===== config.mk =====
export PLATFORM = sky130hd
export DESIGN_NAME = subtractor
export DESIGN_NICKNAME = d
export VERILOG_FILES = /design/src/rtl/subtractor.sv
export SDC_FILE = /design/constraint.sdc
export NUM_CORES = 1
export LEC_CHECK = 0
export ABC_AREA = 1
export BUFFER_PORTS_ARGS = -buffer_cell sky130_fd_sc_hd__buf_2
export CAP_MARGIN = 20
export CORE_MARGIN = 1.5
export CORE_UTILIZATION = 52
export DETAILED_ROUTE_END_ITERATION = 6
export PLACE_DENSITY = 0.86
export SKIP_CTS_REPAIR_TIMING = 1
export SYNTH_ARGS = -nofsm -noshare
export SYNTH_HDL_FRONTEND = slang
export SYNTH_SLANG_ARGS = --single-unit

===== constraint.sdc =====
create_clock -name clk -period 0.85 [get_ports clk]
set_input_delay 0.085 -clock clk [delete_from_list [all_inputs] [get_ports clk]]
set_output_delay 0.085 -clock clk [all_outputs]
set_load 0.01 [all_outputs]

===== src/rtl/subtractor.sv =====
// rtl/subtractor.sv - registered unsigned subtractor with valid qualifier, borrow/zero flags
module subtractor #(
  parameter int WIDTH    = 8,
  parameter int SATURATE = 0
) (
  input  logic             clk,
  input  logic             rst,
  input  logic             in_valid,
  input  logic [WIDTH-1:0] g_vec,
  input  logic [WIDTH-1:0] l_vec,
  output logic [WIDTH-1:0] out_v,
  output logic             out_valid,
  output logic             borrow,
  output logic             zero
);

  logic [WIDTH:0]   diff;
  logic             diff_borrow;
  logic [WIDTH-1:0] result;

  // One extra bit so the borrow falls out of the MSB of the difference.
  always_comb begin
    diff        = {1'b0, g_vec} - {1'b0, l_vec};
    diff_borrow = diff[WIDTH];
    result      = diff[WIDTH-1:0];
    if (diff_borrow && (SATURATE != 0)) begin
      result = '0;
    end
  end

  always_ff @(posedge clk or posedge rst) begin
    if (rst) begin
      out_v     <= '0;
      out_valid <= 1'b0;
      borrow    <= 1'b0;
      zero      <= 1'b0;
    end else begin
      out_valid <= in_valid;
      if (in_valid) begin
        out_v  <= result;
        borrow <= diff_borrow;
        zero   <= (result == '0);
      end
    end
  end

endmodule


# Yosys cells after proc, flatten, opt, wreduce, memory -nomap -nowiden
# Index checks and enable logic that the tools add are counted.
# totals
register_bits	11
inputBits	19
output_inout_bits	11
wordCells	6
# classes
addsub	1
reduce_logical	1
# ops
cell	count
8-bit by 8-bit subtractor with 9-bit output	1
8-bit logical NOT	1

# Longest topological paths before layout
# Gate-level depths: netlist of the first run.
# depth
word_depth	2
mapped_depth	13
depth_no_buf	13

# Least setup slack after synthesis of the first run
# Ideal clock, no wire load.
# synth_path
kind	input to register
from	input port g_vec[0]
to	register zero
setup_ns	0.116
t_arrival_ns	1.259
required_time_ns	0.734
setup_slack_ns	-0.526
path_stages	13
path_buffers	0
path_cell_list	inv_1 > ha_1 > fa_1 > inv_1 > nand2_1 > nand2_1 > nand3_2 > nand2_2 > nand2_2 > nand2_1 > nor2_1 > nand2_1 > nand2_1
# synth_between
elab_chain_len	2
# synth_rtl
element	line	rtl
start: declaration	9	input logic [WIDTH-1:0] g_vec,
8-bit by 8-bit subtractor with 9-bit output	23	diff = {1'b0, g_vec} - {1'b0, l_vec};
8-bit logical NOT	42	zero <= (result == '0);
end signal: assignment	42	
end: declaration	14	output logic zero
# No other way between the ends.
# A chain may end at the register's enable or synchronous reset.

# Worst setup path after layout of the first run
# Same ends and word-level chain as after synthesis.

==> reports/metrics.cfg, run 1 <==
[power]
ir_worst_vdd_uv=820.3
p_sw_frac=0.3829
power.total_mw=2.024
switchingPower_uw=775.2
p_int_mw=1.249
comb_power_share=0.499
p_per_area_nw_per_um2=1396
p_seq_frac=0.313
pwr-share-clk=0.188
leakagePower_nw=0.7608

[setup_path]
reg2reg_depth=3
critPathLaunchType=primary input
r2r-end=out_v[4]
crit_family=simple AND/OR/NAND/NOR gates
slowest_stage=fa_2
crit-reg2reg-launch=out_v[4]
cp.required_ps=1020
slowest_delay_ps=360
crit_start=g_vec[0]
end_kind=register
r2r_slack_ps=60
path_buf_inv=3
cp_cell_sequence=buf_8 -> inv_8 -> ha_4 -> fa_2 -> inv_2 -> nand2_2 -> nand2_4 -> nand3_4 -> nand2_2 -> nand2_2 -> nand2_2 -> nor2_2 -> nand2_1 -> nand2_1
worstSetupPathType=primary input to register
cp_max_fo=3
critPathMostFrequentCell=nand2_2
critPathArrivalTime_ps=1410

[timing]
setup_slack_ps=-388.7
maxSlewHeadroom=0.7214
final_hold_viol_count=0
min_period_ps=1239
finalHoldWorstSlack_ps=73.57
finalMaxSlewViolations=0
setup_viol=19
clock-skew-final_ps=0
grt_setup_unrepaired=yes
fin_crit_sh=1.457
worst_slew_pin_slew_ps=417.9
max_clock_freq_mhz=807.3

[outcome]
outcome=finished, violations left
violations=negative setup slack

[yosys]
synth.area.top_cells=dfrtp_1 (32%), nand2_1 (13%), ha_1 (12%)
yosysTopAreaCell=dfrtp_1
ys_async_sr_fraction=1.000
synth_edf_count=0
synthesis.nets=149
synth_seq_cells=11
yosys.area.top_type_share=0.3175
yosysUniqueCellTypes=20
synth_warnings=0
ys.flop_type=dfrtp_1
synth_area_sq_um=867.1
syn_area_per_cell_sq_um=7.166
seq_area_frac_synth=0.3175
synth_cells=121

[detailed_routing]
wire_per_inst_um=17.15
num_vias=1078
vias_per_cell=5.734
dr_wl_met3_um=177
wl_um=3224
dr.pass1.iters=6
wl_met2_um=1768
drc=0
drtIter0Drc=58
ant_nets=0
wl_met1_um=1180
routed.top_layer=met4

[floorplan]
fp.dieH_um=43.84
num_rows=14
coreArea_sq_um=1541
dieArea_sq_um=1922
chipWidth_um=43.84
boundaryPins=30
initial_core_util=0.5625

[clock_network]
cts_tree=built
clock-root-buffer=clkbuf_4
cts_buffers=3
ctsHtreeMaxLevel=1
clk_latency_ps=270
clockBufferDepth=2
clk_pin_slew_ps=80
cts.sinks=11

[cells_and_area]
stdcell_area_sq_um=1450
n_antenna_cell=0
final_nets=201
layout-drive-gt1-share=0.5581
layout_commonest_cell=buf_2
fillerInstances=47
syn2layout_area_growth_pct=67.24
final_cell_mix=buf_2 (25), nand2_1 (21), buf_4 (17)

[placement]
dp_hpwl_um=1692
port_buffers=29
postPlaceCellArea_sq_um=1196
gp_congestion=0.7497

[min_path]
hold_end=out_v[2]
hold_depth=3
min_from=in_valid
hp-class=primary input to register

[global_route]
grt_max_degree=12
grt_pass1_wl_um=3374
overflow=0
grt_use_total=0.2333
grt_pass1_vias=825
antenna_found_initial=0

[job]
cap_violations=0

==> power groups by stage <==
stage	sequential [mW]	clock, mW	combinational (mW)
after global placement	0.632	0	0.694
after CTS	0.627	0.361	0.727
after floorplan	0.671	0	0.408
after global routing	0.637	0.389	1.07
after detailed placement	0.637	0	0.720
final	0.633	0.381	1.01
==> worst register-to-register path: stages (launching register included) <==
cell     delay, ps
dfrtp_1        400
buf_4          140
nand2_1         70
o21ai_1         60
==> cell type report <==
class                      count  area (sq um)  area share
tap                           16         20.02     0.01381
inverter                      23         96.34     0.06644
timing repair buffer          49         334.1      0.2304
multi-input combinational     85         698.2      0.4815
clock buffer                   4         26.28     0.01812
sequential                    11         275.3      0.1898
==> sequential cells by signal (all words and copies together) (netlist names) <==
signal and flops:
out_valid 1, borrow 1, out_v 8, zero 1
==> synthesized netlist by cell type (2+ instances only) <==
| cell type | count |
|---|---|
| nand2_1 | 31 |
| nand2_2 | 4 |
| or2_4 | 2 |
| a21oi_1 | 4 |
| inv_1 | 23 |
| ha_1 | 8 |
| nor2_1 | 9 |
| a31oi_1 | 3 |
| dfrtp_1 | 11 |
| o21ai_0 | 4 |
| nand3_2 | 3 |
| nand3_1 | 11 |
==> metal layers <==
layer / vias up / global-route usage
met2: 67 / 0.4176
met3: 13 / 0.01250
li1: 484 / -
met4: 0 / 0.09091
met5: - / 0
met1: 514 / 0.2902
==> stage by stage <==
stage / setup WS [ps] / cells / TNS, ps / util
after floorplan: -389.3 / 121 / -1659 / -
after global placement: -606.5 / 174 / -3692 / 0.7760
after detailed placement: -677.8 / 174 / -4028 / 0.7760
after CTS: -407.4 / 178 / -1808 / 0.7930
after global routing: -412.5 / 188 / -2593 / 0.9407
final: -388.7 / 188 / -2125 / 0.9407
==> cell families after synthesis <==
| group | Yosys count | share of synthesized area |
|---|---|---|
| AO/OA/AOI/OAI | 13 | 0.08803 |
| buffers and inverters | 25 | 0.1097 |
| flip-flops | 11 | 0.3175 |
| AND/OR/NAND/NOR | 62 | 0.3362 |
| XOR/XNOR | 1 | 0.01010 |
| adder cells (fa/ha/maj) | 9 | 0.1385 |
==> worst max path at each step <==
stage / cells after the start / slack, ps / endpoint
3_5_place_dp: 13 / -680 / zero
2_1_floorplan: 13 / -390 / zero
3_3_place_gp: 13 / -610 / zero
5_1_grt: 14 / -410 / zero
6_report: 14 / -390 / zero
4_1_cts: 14 / -410 / zero
No activity file was read; power rests on OpenSTA's default activity.
==> inputs of run 2 (changes only) <==
- SKIP_CTS_REPAIR_TIMING: 1 -> unset
==> run 2 against run 1 <==
Effect of this change: the run now fails in global routing; synthesized area stayed put; synthesized cell count did not move.
==> reports/metrics.cfg, run 2 <==
[yosys]
synth.area.top_cells=dfrtp_1 (32%), nand2_1 (13%), ha_1 (12%)
yosys.area.top_type_share=0.3175  ; unchanged
yosysTopAreaCell=dfrtp_1
synth_seq_cells=11  ; unchanged
yosysUniqueCellTypes=20  ; unchanged
synthesis.nets=149  ; unchanged
yosys-top-cells-count=nand2_1 (31), inv_1 (23), dfrtp_1 (11), nand3_1 (11), nor2_1 (9)
synth_warnings=0  ; unchanged
seq_area_frac_synth=0.3175  ; unchanged
syn_area_per_cell_sq_um=7.166  ; unchanged
synth_edf_count=0  ; unchanged
synth_cells=121  ; unchanged
ys.flop_type=dfrtp_1
synth_most_common_cell=nand2_1
ys_async_sr_fraction=1.000  ; unchanged
synth_area_sq_um=867.1  ; unchanged

[placement]
dp_hpwl_um=1692  ; unchanged
gp_congestion=0.7497  ; unchanged
post-place-ws_ps=-677.8  ; unchanged
dp_cells=174  ; unchanged
port_buffers=29  ; unchanged

[clock_network]
cts.sinks=11  ; unchanged
clock-root-buffer=clkbuf_4
ctsHtreeMaxLevel=1  ; unchanged
cts_buffers=3  ; unchanged
clockBufferDepth=2  ; unchanged

[outcome]
error=[ERROR DPL-0038] Utilization greater than 100%, impossible to legalize
outcome=did not finish
lastStage=global routing

[floorplan]
fp.dieH_um=43.84  ; unchanged
boundaryPins=30  ; unchanged
initial_core_util=0.5625  ; unchanged
num_rows=14  ; unchanged
chipWidth_um=43.84  ; unchanged

[global_route]
grt_max_degree=12

[timing]
worst-ep-kind=sequential cell input
worst_endpoint=zero$_DFFE_PP0P_/D

==> run 2: cell counts after synthesis <==
No cell type changed its count.
==> run 2: logic make-up after synthesis <==
kind of cell	Yosys count	share of synthesized area
AOI/OAI and AO/OA	13	0.08803
xor gates and xnor gates	1	0.01010
adders and majority gates	9	0.1385
buffers and inverters	25	0.1097
DFF	11	0.3175
and+or+nand+nor	62	0.3362
==> run 2: what timing repair did <==
action,4_1_cts
gates resized for setup,22
hold buffers,1
pin swaps,18
setup buffers,13
endpoints found under the hold margin,11
setup endpoints to repair,18
==> run 2: metrics by stage <==
stage	area (sq um)	hold slack, ps	utilization
CTS	1419	58.81	0.9205
detailed placement	1196	78.48	0.7760
floorplan	964.7	-62.56	-
global placement	1196	74.07	0.7760
==> inputs of run 3 (changes only) <==
- CORE_AREA: unset -> 2 2 63 65
- CORE_MARGIN: 1.5 -> unset
- CORE_UTILIZATION: 52 -> unset
- DIE_AREA: unset -> 0 0 65 67
- PLACE_DENSITY: 0.86 -> unset
- PLACE_DENSITY_LB_ADDON: unset -> 0.15
==> run 3 against run 2 <==
Effect of this change: the flow now finishes, with violations (negative setup slack).
==> reports/metrics.cfg, run 3 (synthesis gave the netlist of run 1 again) <==
[power]
p_int_mw=1.413
p_seq_frac=0.301
ir_worst_vdd_uv=456.5
p_sw_frac=0.3195
comb_power_share=0.450
pwr-share-clk=0.249
switchingPower_uw=663.3
leakagePower_nw=0.7799
p_per_area_nw_per_um2=1375
power.total_mw=2.076

[setup_path]
worstSetupPathType=primary input to register
cp.required_ps=1020
slowest_delay_ps=360
path_buf_inv=3
critPathLaunchType=primary input
cp_cell_sequence=buf_8 -> inv_8 -> ha_4 -> fa_2 -> buf_4 -> xnor2_2 -> nor2_2 -> nand3_1 -> nor2_1 -> nand2_1 -> nand2_1
critPathMostFrequentCell=nand2_1
crit_family=adder cells
slowest_stage=fa_2
end_kind=register
cp_max_fo=2
critPathArrivalTime_ps=1340

[timing]
setup_viol=8
worst_slew_pin_slew_ps=414.6
final_hold_viol_count=0
setup_slack_ps=-317.5
max_clock_freq_mhz=856.5
min_period_ps=1168
fin_crit_sh=1.374
tns_ps=-1457
finalMaxSlewViolations=0
grt_setup_unrepaired=yes
maxSlewHeadroom=0.7233
clock-skew-final_ps=0

[cells_and_area]
largest_register_ffs=8
final_cell_mix=buf_2 (24), nand2_1 (22), buf_4 (22)
syn2layout_area_growth_pct=74.17
layout_commonest_cell=buf_2
layout-drive-gt1-share=0.5600
regMostFlops=out_v
n_antenna_cell=0
final_nets=204
layout.cells.non_filler=223

[floorplan]
boundaryPins=30  ; unchanged
fp.dieH_um=67  ; +53%
chipWidth_um=65  ; +48%
coreArea_sq_um=3606
initial_core_util=0.2405  ; -0.3220
dieArea_sq_um=4355
num_rows=22  ; +8

[detailed_routing]
drtIter0Drc=27
ant_nets=0
vias_per_cell=4.229
drc=0
dr.pass1.iters=4
wire_per_inst_um=9.475
num_vias=943
wl_um=2113

[clock_network]
clk_latency_ps=230
cts_buffers=3  ; unchanged
clockBufferDepth=2  ; unchanged
cts.sinks=11  ; unchanged
clk_pin_slew_ps=50
cts_tree=built
clock-root-buffer=clkbuf_8
ctsHtreeMaxLevel=1  ; unchanged

[global_route]
overflow=0
grt_use_total=0.1025
grt_pass1_vias=880
antenna_found_initial=0
grt_pass1_wl_um=3539
grt_max_degree=12

[placement]
gp_congestion=0.7422  ; -1.0%
dp_cells=206  ; +18%
dp_hpwl_um=1651  ; -2.4%
port_buffers=29  ; unchanged

[outcome]
outcome=finished, violations left
violations=negative setup slack

[min_path]
hp-class=primary input to register

[job]
cap_violations=0

run 3: path summary, 6_finish.rpt:
path / start / end / slack (ps) / cells past startpoint
min in group asynchronous: rst / out_v[3] / 380 / 3
max in group asynchronous: rst / out_v[5] / 180 / 3
hold / removal: in_valid / out_v[2] / 110 / 3
hold reg to reg: out_v[0] / out_v[0] / 480 / 2
setup / recovery: g_vec[0] / zero / -320 / 11
setup reg to reg: out_v[5] / out_v[5] / 110 / 3
run 3: through the flow:
step	cell area (sq um)	worst slack, ps	hold WS [ps]	utilization
after CTS	1404	-335.1	97.56	0.3893
after detailed placement	1236	-674.6	99.23	0.3428
final	1510	-317.5	108.0	0.4188
after global routing	1510	-405.0	162.2	0.4188
after global placement	1236	-650.7	86.96	0.3428
after floorplan	964.7	-389.3	-62.56	-
run 3: area by class of cell:
cell class                 count  area, sq um
inverter                      23        96.34
sequential                    11        275.3
timing repair buffer          52        355.3
tap                           48        60.06
fill                         383         2096
clock buffer                   4        45.04
multi-input combinational     85        678.2
run 3: routing by layer:
metal  global-route usage  routed length [um]
met1               0.1200                 939
met2               0.1894                1094
met3              0.01689                  80
met4              0.03191                   0
met5                    0                   0
run 3: power by group through the flow:
stage | logic [mW] | registers [mW] | clock network [mW]
5_1_grt | 1.04 | 0.629 | 0.561
4_1_cts | 0.805 | 0.629 | 0.526
6_report | 0.935 | 0.625 | 0.517
2_1_floorplan | 0.408 | 0.671 | 0
3_5_place_dp | 0.717 | 0.637 | 0
3_3_place_gp | 0.718 | 0.632 | 0
run 3: worst min-delay path: stages:
cell	delay [ps]
buf_2	120
nand2_1	60
nand2_1	40
run 3: what timing repair did:
item                                    in CTS  in global routing
hold buffers                                 1                  0
setup buffers                                3                  9
endpoints found under the hold margin       11                  0
endpoints found under the setup margin       9                 17
gates resized for setup                     18                 13
pin swaps                                   13                 16
==> inputs of run 4 (changes only) <==
- CTS_BUF_LIST: unset -> sky130_fd_sc_hd__clkbuf_16
==> run 4 against run 3 <==
Effect of this change: critical path depth unchanged; routed wire length is 2.9% lower; register-to-register slack about the same; maximum frequency decreased by 0.29%; flip-flop and latch count stayed put; global-route usage increased by 0.11 points; via count down 1.9%; utilization rose by 0.10 points; the run still ends with negative setup slack left.
==> reports/metrics.cfg, run 4 (synthesis gave the netlist of run 1 again) <==
[outcome]
outcome=finished, violations left
violations=negative setup slack

[cells_and_area]
largest_register_ffs=8  ; unchanged
layout-drive-gt1-share=0.5497  ; -0.01029
final_nets=200  ; -2.0%
seqCellArea_sq_um=275.3  ; unchanged
layout_commonest_cell=buf_2
layout.cells.non_filler=219  ; -1.8%
syn2layout_area_growth_pct=74.60
regMostFlops=out_v
n_antenna_cell=0  ; unchanged
final_cell_mix=buf_2 (24), nand2_1 (22), inv_1 (19)
multiInputGateArea_sq_um=678.2  ; unchanged
fillerInstances=375  ; -2.1%

[floorplan]
chipWidth_um=65  ; unchanged
num_rows=22  ; unchanged
dieArea_sq_um=4355  ; unchanged
boundaryPins=30  ; unchanged
initial_core_util=0.2405  ; unchanged
coreArea_sq_um=3606  ; unchanged
fp.dieH_um=67  ; unchanged

[detailed_routing]
wl_um=2051  ; -2.9%
drc=0  ; unchanged
wire_per_inst_um=9.365  ; -1.2%
dr.pass1.iters=4  ; unchanged
drtIter0Drc=22  ; -19%
num_vias=925  ; -1.9%
ant_nets=0  ; unchanged
vias_per_cell=4.224  ; -0.12%

[timing]
setup_slack_ps=-320.9  ; -3.399 ps
setup_viol=8  ; unchanged
worst_slew_pin_slew_ps=413.8  ; -0.8132 ps
final_hold_viol_count=0  ; unchanged
clock-skew-final_ps=0  ; unchanged
finalMaxSlewViolations=0  ; unchanged
fin_crit_sh=1.378  ; +0.003999
finalHoldWorstSlack_ps=110.2  ; +2.176 ps
grt_setup_unrepaired=yes
maxSlewHeadroom=0.7239  ; about the same
max_clock_freq_mhz=854.0  ; -0.29%
min_period_ps=1171  ; +3.399 ps

[placement]
dp_hpwl_um=1651  ; unchanged
port_buffers=29  ; unchanged
gp_congestion=0.7422  ; unchanged
dp_cells=206  ; unchanged

[setup_path]
crit-reg2reg-launch=out_v[5]
critPathLaunchType=primary input
crit_start=g_vec[0]
cp_max_fo=2  ; unchanged
reg2reg_depth=3  ; unchanged
setup.worst_path.end=zero
r2r_slack_ps=110  ; about the same
critPathArrivalTime_ps=1340  ; about the same
end_kind=register
cp.required_ps=1020  ; about the same
worstSetupPathType=primary input to register
r2r-end=out_v[5]

[power]
power.total_mw=2.345  ; +13%
p_per_area_nw_per_um2=1549  ; +13%
ir_worst_vdd_uv=651.5  ; +43%
leakagePower_nw=0.7802  ; about the same

[global_route]
overflow=0  ; unchanged
antenna_found_initial=0  ; unchanged
grt_use_total=0.1035  ; +0.001075
grt_max_degree=12  ; unchanged
grt_pass1_vias=885  ; +0.57%
grt_pass1_wl_um=3581  ; +1.2%

[clock_network]
clock-root-buffer=clkbuf_16
cts_tree=built
cts.sinks=11  ; unchanged
clk_latency_ps=230  ; about the same
clk_pin_slew_ps=40  ; about the same
clockBufferDepth=2  ; unchanged
ctsHtreeMaxLevel=1  ; unchanged
cts_buffers=3  ; unchanged

[job]
cap_violations=0  ; unchanged

[min_path]
hp-class=primary input to register

==> run 4: worst min-delay path by stage <==
stage	start	to	cells after the start
global route	in_valid	out_v[2]	3
floorplan	rst	borrow	1
global placement	rst	out_valid	2
detailed placement	rst	out_valid	2
finish	in_valid	out_v[2]	3
CTS	in_valid	out_v[2]	3
==> run 4: layout make-up <==
class | count | share of cell area
Timing Repair Buffer | 48 | 0.2149
Tap cell | 48 | 0.03967
Inverter | 23 | 0.06364
Clock inverter | 1 | 0.002479
Multi-Input combinational cell | 85 | 0.4479
Clock buffer | 3 | 0.04959
Sequential cell | 11 | 0.1818
==> run 4: through the flow <==
step                worst slack (ps)  setup TNS [ps]    util  area [sq um]
floorplan                     -389.3           -1659       -         964.7
global placement              -650.7           -3858  0.3428          1236
detailed placement            -674.6           -4001  0.3428          1236
CTS                           -336.3           -1342  0.3987          1438
global route                  -407.2           -2125  0.4198          1514
finish                        -320.9           -1480  0.4198          1514
==> run 4: worst max-delay path, stage by stage <==
cell	delay (ps)
buf_8	80
inv_8	20
ha_4	150
fa_2	360
buf_4	150
xnor2_2	140
nor2_2	80
nand3_1	80
nor2_1	100
nand2_1	60
nand2_1	50
==> run 4: layer usage <==
metal	wire length, um	GRT usage	share of wire
met1	914	0.1210	0.45
met2	1056	0.1920	0.51
met3	80	0.01689	0.039
met4	0	0.03191	0
met5	0	0	0
==> run 4: timing repair <==
| action | CTS | global route |
|---|---|---|
| resized for setup | 18 | 13 |
| endpoints found under the hold margin | 11 | 0 |
| hold buffers | 1 | 0 |
| pin swaps | 13 | 16 |
| setup buffers | 3 | 5 |
| setup endpoints to repair | 9 | 13 |
==> run 4: power breakdown <==
| part | total, mW | switching (mW) | leakage (nW) | internal (mW) |
|---|---|---|---|---|
| Combinational | 0.888 | 0.432 | 0.606 | 0.456 |
| Sequential | 0.628 | 0.0325 | 0.132 | 0.595 |
| Clock | 0.829 | 0.213 | 0.0423 | 0.616 |
